File: src/rtl/uart_pkg.sv
// Shared types and helpers for the UART output packer.
//   out_size_t     : width of a core "out" write (single byte or 32-bit word)
//   packer_state_t : serialiser FSM states
//   out_entry_t    : one queued request, {size, data}
//   UART_CNT_W     : width of the emitted-byte counter
package uart_pkg;

    localparam int unsigned UART_CNT_W = 18;

    typedef enum logic {
        OUT_BYTE = 1'b0,
        OUT_WORD = 1'b1
    } out_size_t;

    typedef enum logic [1:0] {
        S_IDLE = 2'd0,
        S_EMIT = 2'd1,
        S_GAP  = 2'd2
    } packer_state_t;

    typedef struct packed {
        out_size_t   size;
        logic [31:0] data;
    } out_entry_t;

    // Index of the final byte of an entry: 3 for words, 0 for bytes.
    function automatic logic [1:0] last_index(input out_size_t s);
        return (s == OUT_WORD) ? 2'd3 : 2'd0;
    endfunction

    // Byte lane i of a word, LSB lane first.
    function automatic logic [7:0] byte_of(input logic [31:0] w, input logic [1:0] i);
        logic [31:0] sh;
        sh = w >> {i, 3'b000};
        return sh[7:0];
    endfunction

endpackage

File: src/rtl/sync_fifo.sv
// Single-clock first-word-fall-through FIFO.
//   clk, rstn : clock, asynchronous active-low reset (pointers only)
//   push/wdata: write request; ignored while full
//   pop       : consume head entry; ignored while empty
//   rdata     : head entry, valid whenever !empty
//   full/empty: occupancy flags
module sync_fifo #(
    parameter int unsigned DEPTH = 8,
    parameter int unsigned WIDTH = 33
) (
    input  logic             clk,
    input  logic             rstn,
    input  logic             push,
    input  logic [WIDTH-1:0] wdata,
    input  logic             pop,
    output logic [WIDTH-1:0] rdata,
    output logic             full,
    output logic             empty
);

    localparam int unsigned AW = $clog2(DEPTH);

    logic [WIDTH-1:0] mem [DEPTH];
    logic [AW:0]      wr_ptr;
    logic [AW:0]      rd_ptr;
    logic             do_push;
    logic             do_pop;

    // Extra pointer bit distinguishes full from empty when the indices match.
    assign empty   = (wr_ptr == rd_ptr);
    assign full    = (wr_ptr[AW] != rd_ptr[AW]) && (wr_ptr[AW-1:0] == rd_ptr[AW-1:0]);
    assign do_push = push && !full;
    assign do_pop  = pop && !empty;
    assign rdata   = mem[rd_ptr[AW-1:0]];

    always_ff @(posedge clk or negedge rstn) begin
        if (!rstn) begin
            wr_ptr <= '0;
            rd_ptr <= '0;
        end else begin
            if (do_push) wr_ptr <= wr_ptr + (AW+1)'(1);
            if (do_pop)  rd_ptr <= rd_ptr + (AW+1)'(1);
        end
    end

    always_ff @(posedge clk) begin
        if (do_push) mem[wr_ptr[AW-1:0]] <= wdata;
    end

endmodule

File: src/rtl/uart_out_packer.sv
// CPU-side output adapter in front of the UART transmit buffer.
// Queues byte/word writes, serialises them LSB first as one-cycle byte
// strobes separated by idle gaps, and raises a sticky send-enable.
//   clk, rstn     : clock, asynchronous active-low reset
//   out_valid     : core write request
//   out_data      : payload; byte mode uses [7:0]
//   out_size      : 0 = byte, 1 = word (4 bytes, LSB first)
//   out_ready     : request queue can accept
//   done          : end-of-program pulse
//   byte_data     : byte to the transmit buffer
//   byte_valid    : one-cycle strobe per byte
//   send_en       : sticky send-enable to the transmit buffer
//   bytes_emitted : bytes strobed since reset, saturating at BUF_BYTES
//   overflow      : sticky, a byte was dropped at capacity
module uart_out_packer
    import uart_pkg::*;
#(
    parameter int unsigned DEPTH           = 8,
    parameter int unsigned GAP_CYCLES      = 1,
    parameter int unsigned FLUSH_THRESHOLD = 0,
    parameter int unsigned BUF_BYTES       = 50000
) (
    input  logic                  clk,
    input  logic                  rstn,
    input  logic                  out_valid,
    input  logic [31:0]           out_data,
    input  logic                  out_size,
    output logic                  out_ready,
    input  logic                  done,
    output logic [7:0]            byte_data,
    output logic                  byte_valid,
    output logic                  send_en,
    output logic [UART_CNT_W-1:0] bytes_emitted,
    output logic                  overflow
);

    localparam int unsigned GAP_W = $clog2(GAP_CYCLES + 1);
    localparam logic [GAP_W-1:0]      GAP_LOAD = GAP_W'(GAP_CYCLES);
    localparam logic [UART_CNT_W-1:0] CAP      = UART_CNT_W'(BUF_BYTES);
    localparam logic [UART_CNT_W-1:0] THR      = UART_CNT_W'(FLUSH_THRESHOLD);

    packer_state_t    state;
    logic [GAP_W-1:0] gap_cnt;
    logic [1:0]       byte_idx;
    logic [1:0]       last_idx;
    logic [31:0]      word_q;
    logic             done_q;
    logic             ready_en;

    out_entry_t       fifo_wr;
    out_entry_t       fifo_rd;
    logic             fifo_full;
    logic             fifo_empty;
    logic             push;

    logic             gap_done;
    logic             more_bytes;
    logic             load;
    logic             emit_now;
    logic [7:0]       emit_byte;
    logic             at_cap;

    // ready_en keeps out_ready low throughout reset despite the FIFO being empty.
    assign out_ready = ready_en && !fifo_full;
    assign push      = out_valid && out_ready;
    assign fifo_wr   = '{size: out_size_t'(out_size), data: out_data};

    sync_fifo #(
        .DEPTH (DEPTH),
        .WIDTH ($bits(out_entry_t))
    ) u_fifo (
        .clk   (clk),
        .rstn  (rstn),
        .push  (push),
        .wdata (fifo_wr),
        .pop   (load),
        .rdata (fifo_rd),
        .full  (fifo_full),
        .empty (fifo_empty)
    );

    assign gap_done   = (state == S_GAP) && (gap_cnt == GAP_W'(1));
    assign more_bytes = (byte_idx != last_idx);
    // A new entry is taken from idle, or straight after the last byte's gap.
    assign load       = !fifo_empty && ((state == S_IDLE) || (gap_done && !more_bytes));
    assign emit_now   = load || (gap_done && more_bytes);
    assign emit_byte  = load ? byte_of(fifo_rd.data, 2'd0)
                             : byte_of(word_q, byte_idx + 2'd1);
    assign at_cap     = (bytes_emitted == CAP);

    always_ff @(posedge clk or negedge rstn) begin
        if (!rstn) begin
            state         <= S_IDLE;
            gap_cnt       <= '0;
            byte_idx      <= '0;
            last_idx      <= '0;
            word_q        <= '0;
            done_q        <= 1'b0;
            ready_en      <= 1'b0;
            byte_data     <= '0;
            byte_valid    <= 1'b0;
            send_en       <= 1'b0;
            bytes_emitted <= '0;
            overflow      <= 1'b0;
        end else begin
            ready_en   <= 1'b1;
            byte_valid <= 1'b0;
            if (done) done_q <= 1'b1;

            // The strobe is registered on entry to S_EMIT so it is high for
            // exactly the S_EMIT cycle. At capacity the slot is kept but silent.
            if (emit_now) begin
                if (at_cap) begin
                    overflow <= 1'b1;
                end else begin
                    byte_valid    <= 1'b1;
                    byte_data     <= emit_byte;
                    bytes_emitted <= bytes_emitted + UART_CNT_W'(1);
                end
            end

            case (state)
                S_IDLE: begin
                    if (load) begin
                        word_q   <= fifo_rd.data;
                        last_idx <= last_index(fifo_rd.size);
                        byte_idx <= 2'd0;
                        state    <= S_EMIT;
                    end
                end
                S_EMIT: begin
                    gap_cnt <= GAP_LOAD;
                    state   <= S_GAP;
                end
                S_GAP: begin
                    if (gap_done) begin
                        if (more_bytes) begin
                            byte_idx <= byte_idx + 2'd1;
                            state    <= S_EMIT;
                        end else if (load) begin
                            word_q   <= fifo_rd.data;
                            last_idx <= last_index(fifo_rd.size);
                            byte_idx <= 2'd0;
                            state    <= S_EMIT;
                        end else begin
                            state <= S_IDLE;
                        end
                    end else begin
                        gap_cnt <= gap_cnt - GAP_W'(1);
                    end
                end
                default: state <= S_IDLE;
            endcase

            if ((bytes_emitted >= THR) || (done_q && fifo_empty && (state == S_IDLE)))
                send_en <= 1'b1;
        end
    end

endmodule

File: config.mk
export PLATFORM = sky130hd
export DESIGN_NAME = uart_out_packer
export DESIGN_NICKNAME = d
export VERILOG_FILES = /design/src/rtl/uart_pkg.sv /design/src/rtl/sync_fifo.sv /design/src/rtl/uart_out_packer.sv
export SDC_FILE = /design/constraint.sdc
export NUM_CORES = 1
export LEC_CHECK = 0
export ABC_CLOCK_PERIOD_IN_PS = 4820
export CAP_MARGIN = 5
export CORE_ASPECT_RATIO = 1.4
export CORE_MARGIN = 5
export CORE_UTILIZATION = 41
export DETAILED_ROUTE_END_ITERATION = 10
export PLACE_DENSITY_LB_ADDON = 0.12
export RECOVER_POWER = 100
export SETUP_SLACK_MARGIN = 0.2
export SYNTH_ARGS = -nofsm -noshare
export SYNTH_HDL_FRONTEND = slang
export SYNTH_SLANG_ARGS = --single-unit
File: constraint.sdc
create_clock -name clk -period 4.82 [get_ports clk]
set_clock_uncertainty 0.05 [all_clocks]
set_input_delay 0.482 -clock clk [delete_from_list [all_inputs] [get_ports clk]]
set_output_delay 0.482 -clock clk [all_outputs]
set_load 0.05 [all_outputs]
Yosys cells after proc, flatten, opt, wreduce, memory -nomap -nowiden
Memories as Yosys holds them, arrays and structs flattened.
Cells that the tools add are included.
- flip-flop bits (word level): 78
- bits in writable memories: 264
- bits of input ports: 37
- output and inout bits: 30
- memories: 1
- $add $sub $neg: 5
- $lt $le $gt $ge: 1
- equality and inequality tests: 11
- shift operators: 1
- muxes and demuxes: 25
- bitwise gates (word level): 1
- reductions and logical operators: 26
- memories (memory ; depth ; width ; rd ports ; clocked after Yosys merged registers in ; wr ports ; line ; text):
    u_fifo.mem ; 8 ; 33 ; 1 ; 0 ; 1 ; sync_fifo.sv:23 ; logic [WIDTH-1:0] mem [DEPTH];
- operators with widths (kind ; count):
    $mux 32 ; 3
    $pmux 32 s2 ; 1
    $shr 32x5->8 ; 1
    $add 18x1->18 const B ; 1
    $eq 18x16->1 const B ; 1
    $ge 18x1->1 const B ; 1
    $mux 2 ; 9
    $logic_and 1x1->1 ; 11
    $reduce_and 2->1 ; 5
    $add 4x1->4 const B ; 2
    $mux 8 ; 1
    $ne 2x2->1 const B ; 4
    $pmux 2 s2 ; 2
    $mux 1 ; 7
    $pmux 2 s3 ; 1
    $eq 4x4->1 ; 1
    $reduce_bool 2->1 ; 2
    $eq 3x3->1 ; 1
    $logic_not 1->1 ; 3
    $logic_or 1x1->1 ; 3
    $reduce_and 3->1 ; 1
    $add 2x1->2 const B ; 1
    $eq 2x1->1 const B ; 1
    $eq 2x2->1 const B ; 1
    other kinds (6) ; 6

Logic depth before layout (Yosys ltp)
- depth in word-level cells: 9
- gate-level depth with buffers: 8

By module
A second synthesis with hierarchy kept.
- cells, all modules: 676
- area, all modules: 13713.2 µm²
- modules (own cells, without submodules) (module ; instances ; cells an instance ; area each (µm²)):
    sync_fifo ; 1 ; 441 ; 10533.9
    uart_out_packer ; 1 ; 235 ; 3179.3

Least setup slack after synthesis
OpenSTA, ideal clock, no wires.
- path kind: reg2reg
- start point: reg ready_en
- end point: mem u_fifo.mem[0][0], enable pin
- setup time: 0.507 ns
- arrival time: 5.201 ns
- setup slack: -0.939 ns
- stages on the path, launching flop included: 5
- buffers on the path: 0
- period minus slack after synthesis: 5.759 ns
- cells stage by stage: dfrtp_1 inv_1 a41oi_1 nand2_1 nor4_1
- longest elaborated chain between the ends: 5
- ends and longest elaborated chain (item ; line ; text):
    from (decl) ; uart_out_packer.sv:48 ; logic ready_en;
    from (signal assigned) ; uart_out_packer.sv:99 ; ready_en <= 1'b0;
    from (signal assigned) ; uart_out_packer.sv:106 ; ready_en <= 1'b1;
    $logic_and 1x1->1 ; uart_out_packer.sv:64 ; assign out_ready = ready_en && !fifo_full;
    named net out_ready ; uart_out_packer.sv:28 ; output logic out_ready,
    $logic_and 1x1->1 ; uart_out_packer.sv:65 ; assign push = out_valid && out_ready;
    $logic_and 1x1->1 ; sync_fifo.sv:32 ; assign do_push = push && !full;
    $mux 1 ; sync_fifo.sv:47 ; if (do_push) mem[wr_ptr[AW-1:0]] <= wdata;
    $mux 1 (implied by the code) ; sync_fifo.sv:47 ;
    to (decl) ; sync_fifo.sv:23 ;
The timed path passes the listed nets, and every way through them passes these cells.

Worst setup path in the final report
- start point: reg byte_idx[1]
- end point: reg word_q[12]
- longest elaborated chain between the ends: 9
- elaborated cells on any way between the ends: 11
- classes of those cells: 2 x eq/ne; 4 x mux; 5 x reduce/logical
- ends and longest elaborated chain (item ; line ; text):
    from (decl) ; uart_out_packer.sv:44 ; logic [1:0] byte_idx;
    from (signal assigned) ; uart_out_packer.sv:138 ; byte_idx <= byte_idx + 2'd1;
    $ne 2x2->1 (*) ; uart_out_packer.sv:83 ; assign more_bytes = (byte_idx != last_idx);
    $logic_not 1->1 ; uart_out_packer.sv:85 ; assign load = !fifo_empty && ((state == S_IDLE) || (gap_done && !more_bytes));
    $logic_and 1x1->1 ; uart_out_packer.sv:85 ;
    $logic_or 1x1->1 ; uart_out_packer.sv:85 ;
    $logic_and 1x1->1 ; uart_out_packer.sv:85 ;
    $mux 32 (3 in a row) ; -- ;
    $pmux 32 s2 ; -- ;
    to (signal assigned) ; uart_out_packer.sv:125 ; word_q <= fifo_rd.data;
    to (signal assigned) ; uart_out_packer.sv:141 ; word_q <= fifo_rd.data;
    to (decl) ; uart_out_packer.sv:46 ; logic [31:0] word_q;
Every way passes the cells marked *; elsewhere a longest branch is shown, timed or not. The select of a mux whose other input is x is not followed.
A chain may end at the register's enable or synchronous reset.

==> metrics.txt <==
num ports 67; Max Transition Viols Final 32; commonest cells in the netlist edfxtp_1, dfrtp_1, mux4_2; total gr overflow 0; TNS Setup 0 ns; clk buf depth 3; leak pwr between 5 and 6 nW; CTS Buf Count 34; CTS tree done; DR vias 6483; unrepaired setup endpoints after global routing no; cts hold-fix bufs 0; initial core utilization between 40% and 50%; Hold Path Class input port to asynchronous set/reset pin; Mapped Area approximately 13000 um2; Worst-path clk slew 0.06 ns; Clk Latency, worst-skew pair 0.51 ns; number of flops mapped to enable cells by yosys 264; final HPWL from detailed placement between 15 and 20 mm; status finished, violations left; Crit Path Class flop to flop; post-synthesis register bit count 339; Cells after Synth 704; Rows 78; Yosys warning count 0; final WL 26.9 mm; core area 32400 um2; die area 36500 um2; top-count cell post-synth edfxtp_1; Max Cap Viol 1; largest net degree at the start of global routing 76; Hold Vio Cnt, Final 0; ys async rst share roughly 22%; die height 224 um; Worst slew margin -28.5%; # clock sinks around 340; post-place instance area 14600 um2; I/O Buffers 65; largest area contributor in the netlist edfxtp_1; Syn Nets approximately 750; root buffer cell clkbuf_16; data required time of the critical path 5.20 ns; final instance area roughly 16000 um2; Main synth FF type edfxtp_1; htree depth 2; Routed WL per cell 21.5 um; layout cells sized above 1 a little over a fifth; GPL Wtd Cong around 0.77; Iter 0 DRT Violations 291; Area Overhead vs Synth 16.5%; Mapped Avg Cell Area 19.1 um2; number of global-route vias before repair 6930; Final nets roughly 830; Antenna Nets Post-Route 0; Slew @ Worst Pin around 1.9 ns; fraction of the cycle the final worst path needs approximately 74%; Post CTS Setup Buffer Count 0; initial antenna violation count 0; kind of launch point of the worst setup path flop; CTS-repair resized insts 0; final hold slack 0.0565 ns; library cells used by synthesis 45; total track usage roughly 15%; DP Cell Count 1189; WP data arrival 3.95 ns; Util after Layout approximately half; chip width 163 um; Fmax achieved approximately 0.28 GHz; pwr/cell area 613 nW/um2; Multi-input gate area 3380 um2; Tmin final about 3.6 ns; Reg area 9810 um2; first-pass GRT wire length about 42 mm; # fillers roughly 2800; DP Worst Slack 1.72 ns; # setup viols final 0; post-synthesis sequential area ratio 73.0%; failing checks max-capacitance violations, max-slew violations; Worst VDD drop 0.427 mV; # diodes 0; setup slack after layout around 1.2 ns; fin cells 1250; Worst Path Max Fanout 31; Design Power 9.58 mW; Synth top area share 59.1%; crit end category flop; DRC violations left 0; Synth area leaders edfxtp_1, dfrtp_1, mux4_2; Vias/cell between 5 and 6; DR pass1 iterations 5
## layout make-up
type	count	share of cell area, %
clock buffers	43	6.06
clock inverters	18	1.03
inverters	11	0.264
multi-input cells	318	21.6
flip-flops and latches	339	62.7
well taps	440	3.52
repair buffers	81	4.75
## cells by family after synthesis
kind of cell	share of synthesized area, %
adders and majority gates	0.373
buffers and inverters	1.95
muxes	15.0
xor gates and xnor gates	1.83
DFF	73.0
other	0.0279
and+or+nand+nor	4.59
AOI/OAI and AO/OA	3.15
## final timing paths
path / start / end / slack (ns) / cells past startpoint
max: byte_idx[1] / word_q[12] / 1.25 / 6
min: rstn / ready_en / 0.06 / 1
min in group clk: overflow / overflow / 0.43 / 1
max in group asynchronous: rstn / u_fifo.rd_ptr[0] / 3.93 / 1
max reg2reg: byte_idx[1] / word_q[12] / 1.25 / 6
min reg2reg: overflow / overflow / 0.43 / 1
## sequential cells by signal (all words and copies together) (netlist names), 2 cells and up
name and flops:
byte_data 8, byte_idx 2, bytes_emitted 18, state 2
u_fifo.mem 264, u_fifo.rd_ptr 4, u_fifo.wr_ptr 4, word_q 32
## cell usage in the layout, fill, tap and decap left out, types with 2 or more instances in the layout
master	netlist	routed
edfxtp_1	264	264
mux4_2	74	74
dfrtp_1	75	72
dlygate4sd3_1	0	63
nor2_1	58	55
clkbuf_16	0	37
mux2i_1	33	33
a21oi_2	17	17
xnor2_1	15	15
xor2_1	13	13
inv_1	11	11
nand3_1	11	11
nand2_1	11	11
and2_0	0	10
o21ai_0	10	10
clkinv_1	0	9
o31ai_2	8	8
a21oi_1	8	8
clkbuf_1	7	8
buf_4	4	8
nor3_1	8	7
clkbuf_2	0	7
nand2b_1	3	4
nor4_1	4	4
a21o_1	4	4
ha_1	4	4
nor2_4	0	3
or3_1	3	3
nand4_1	3	3
bufinv_16	0	3
clkinv_2	0	3
clkinvlp_4	0	3
and3_1	2	2
nor3b_1	2	2
mux2_2	2	2
dfrtp_2	0	2
## report_power, final
group	switching, mW	total [mW]	internal (mW)
Combinational	1.74	3.04	1.30
Sequential	0.314	3.94	3.63
Clock	1.04	2.60	1.55
Total	3.10	9.58	6.48
## worst max-delay path: stages (launching register included)
cell	delay, ns
dfrtp_1	0.60
or3_1	0.46
a21o_1	0.22
a211oi_2	1.51
buf_4	0.44
nor2_1	0.06
a21oi_1	0.13
## routing by layer
| metal | vias up | GRT usage, % | wire length, um |
|---|---|---|---|
| li1 | 2931 | - | - |
| met1 | 3388 | 19.6 | 11100 |
| met2 | 129 | 26.5 | 14200 |
| met3 | 35 | 2.56 | 1070 |
| met4 | 0 | 4.33 | 580 |
| met5 | - | 0 | 0 |
Power figures use the tool's default switching activity.
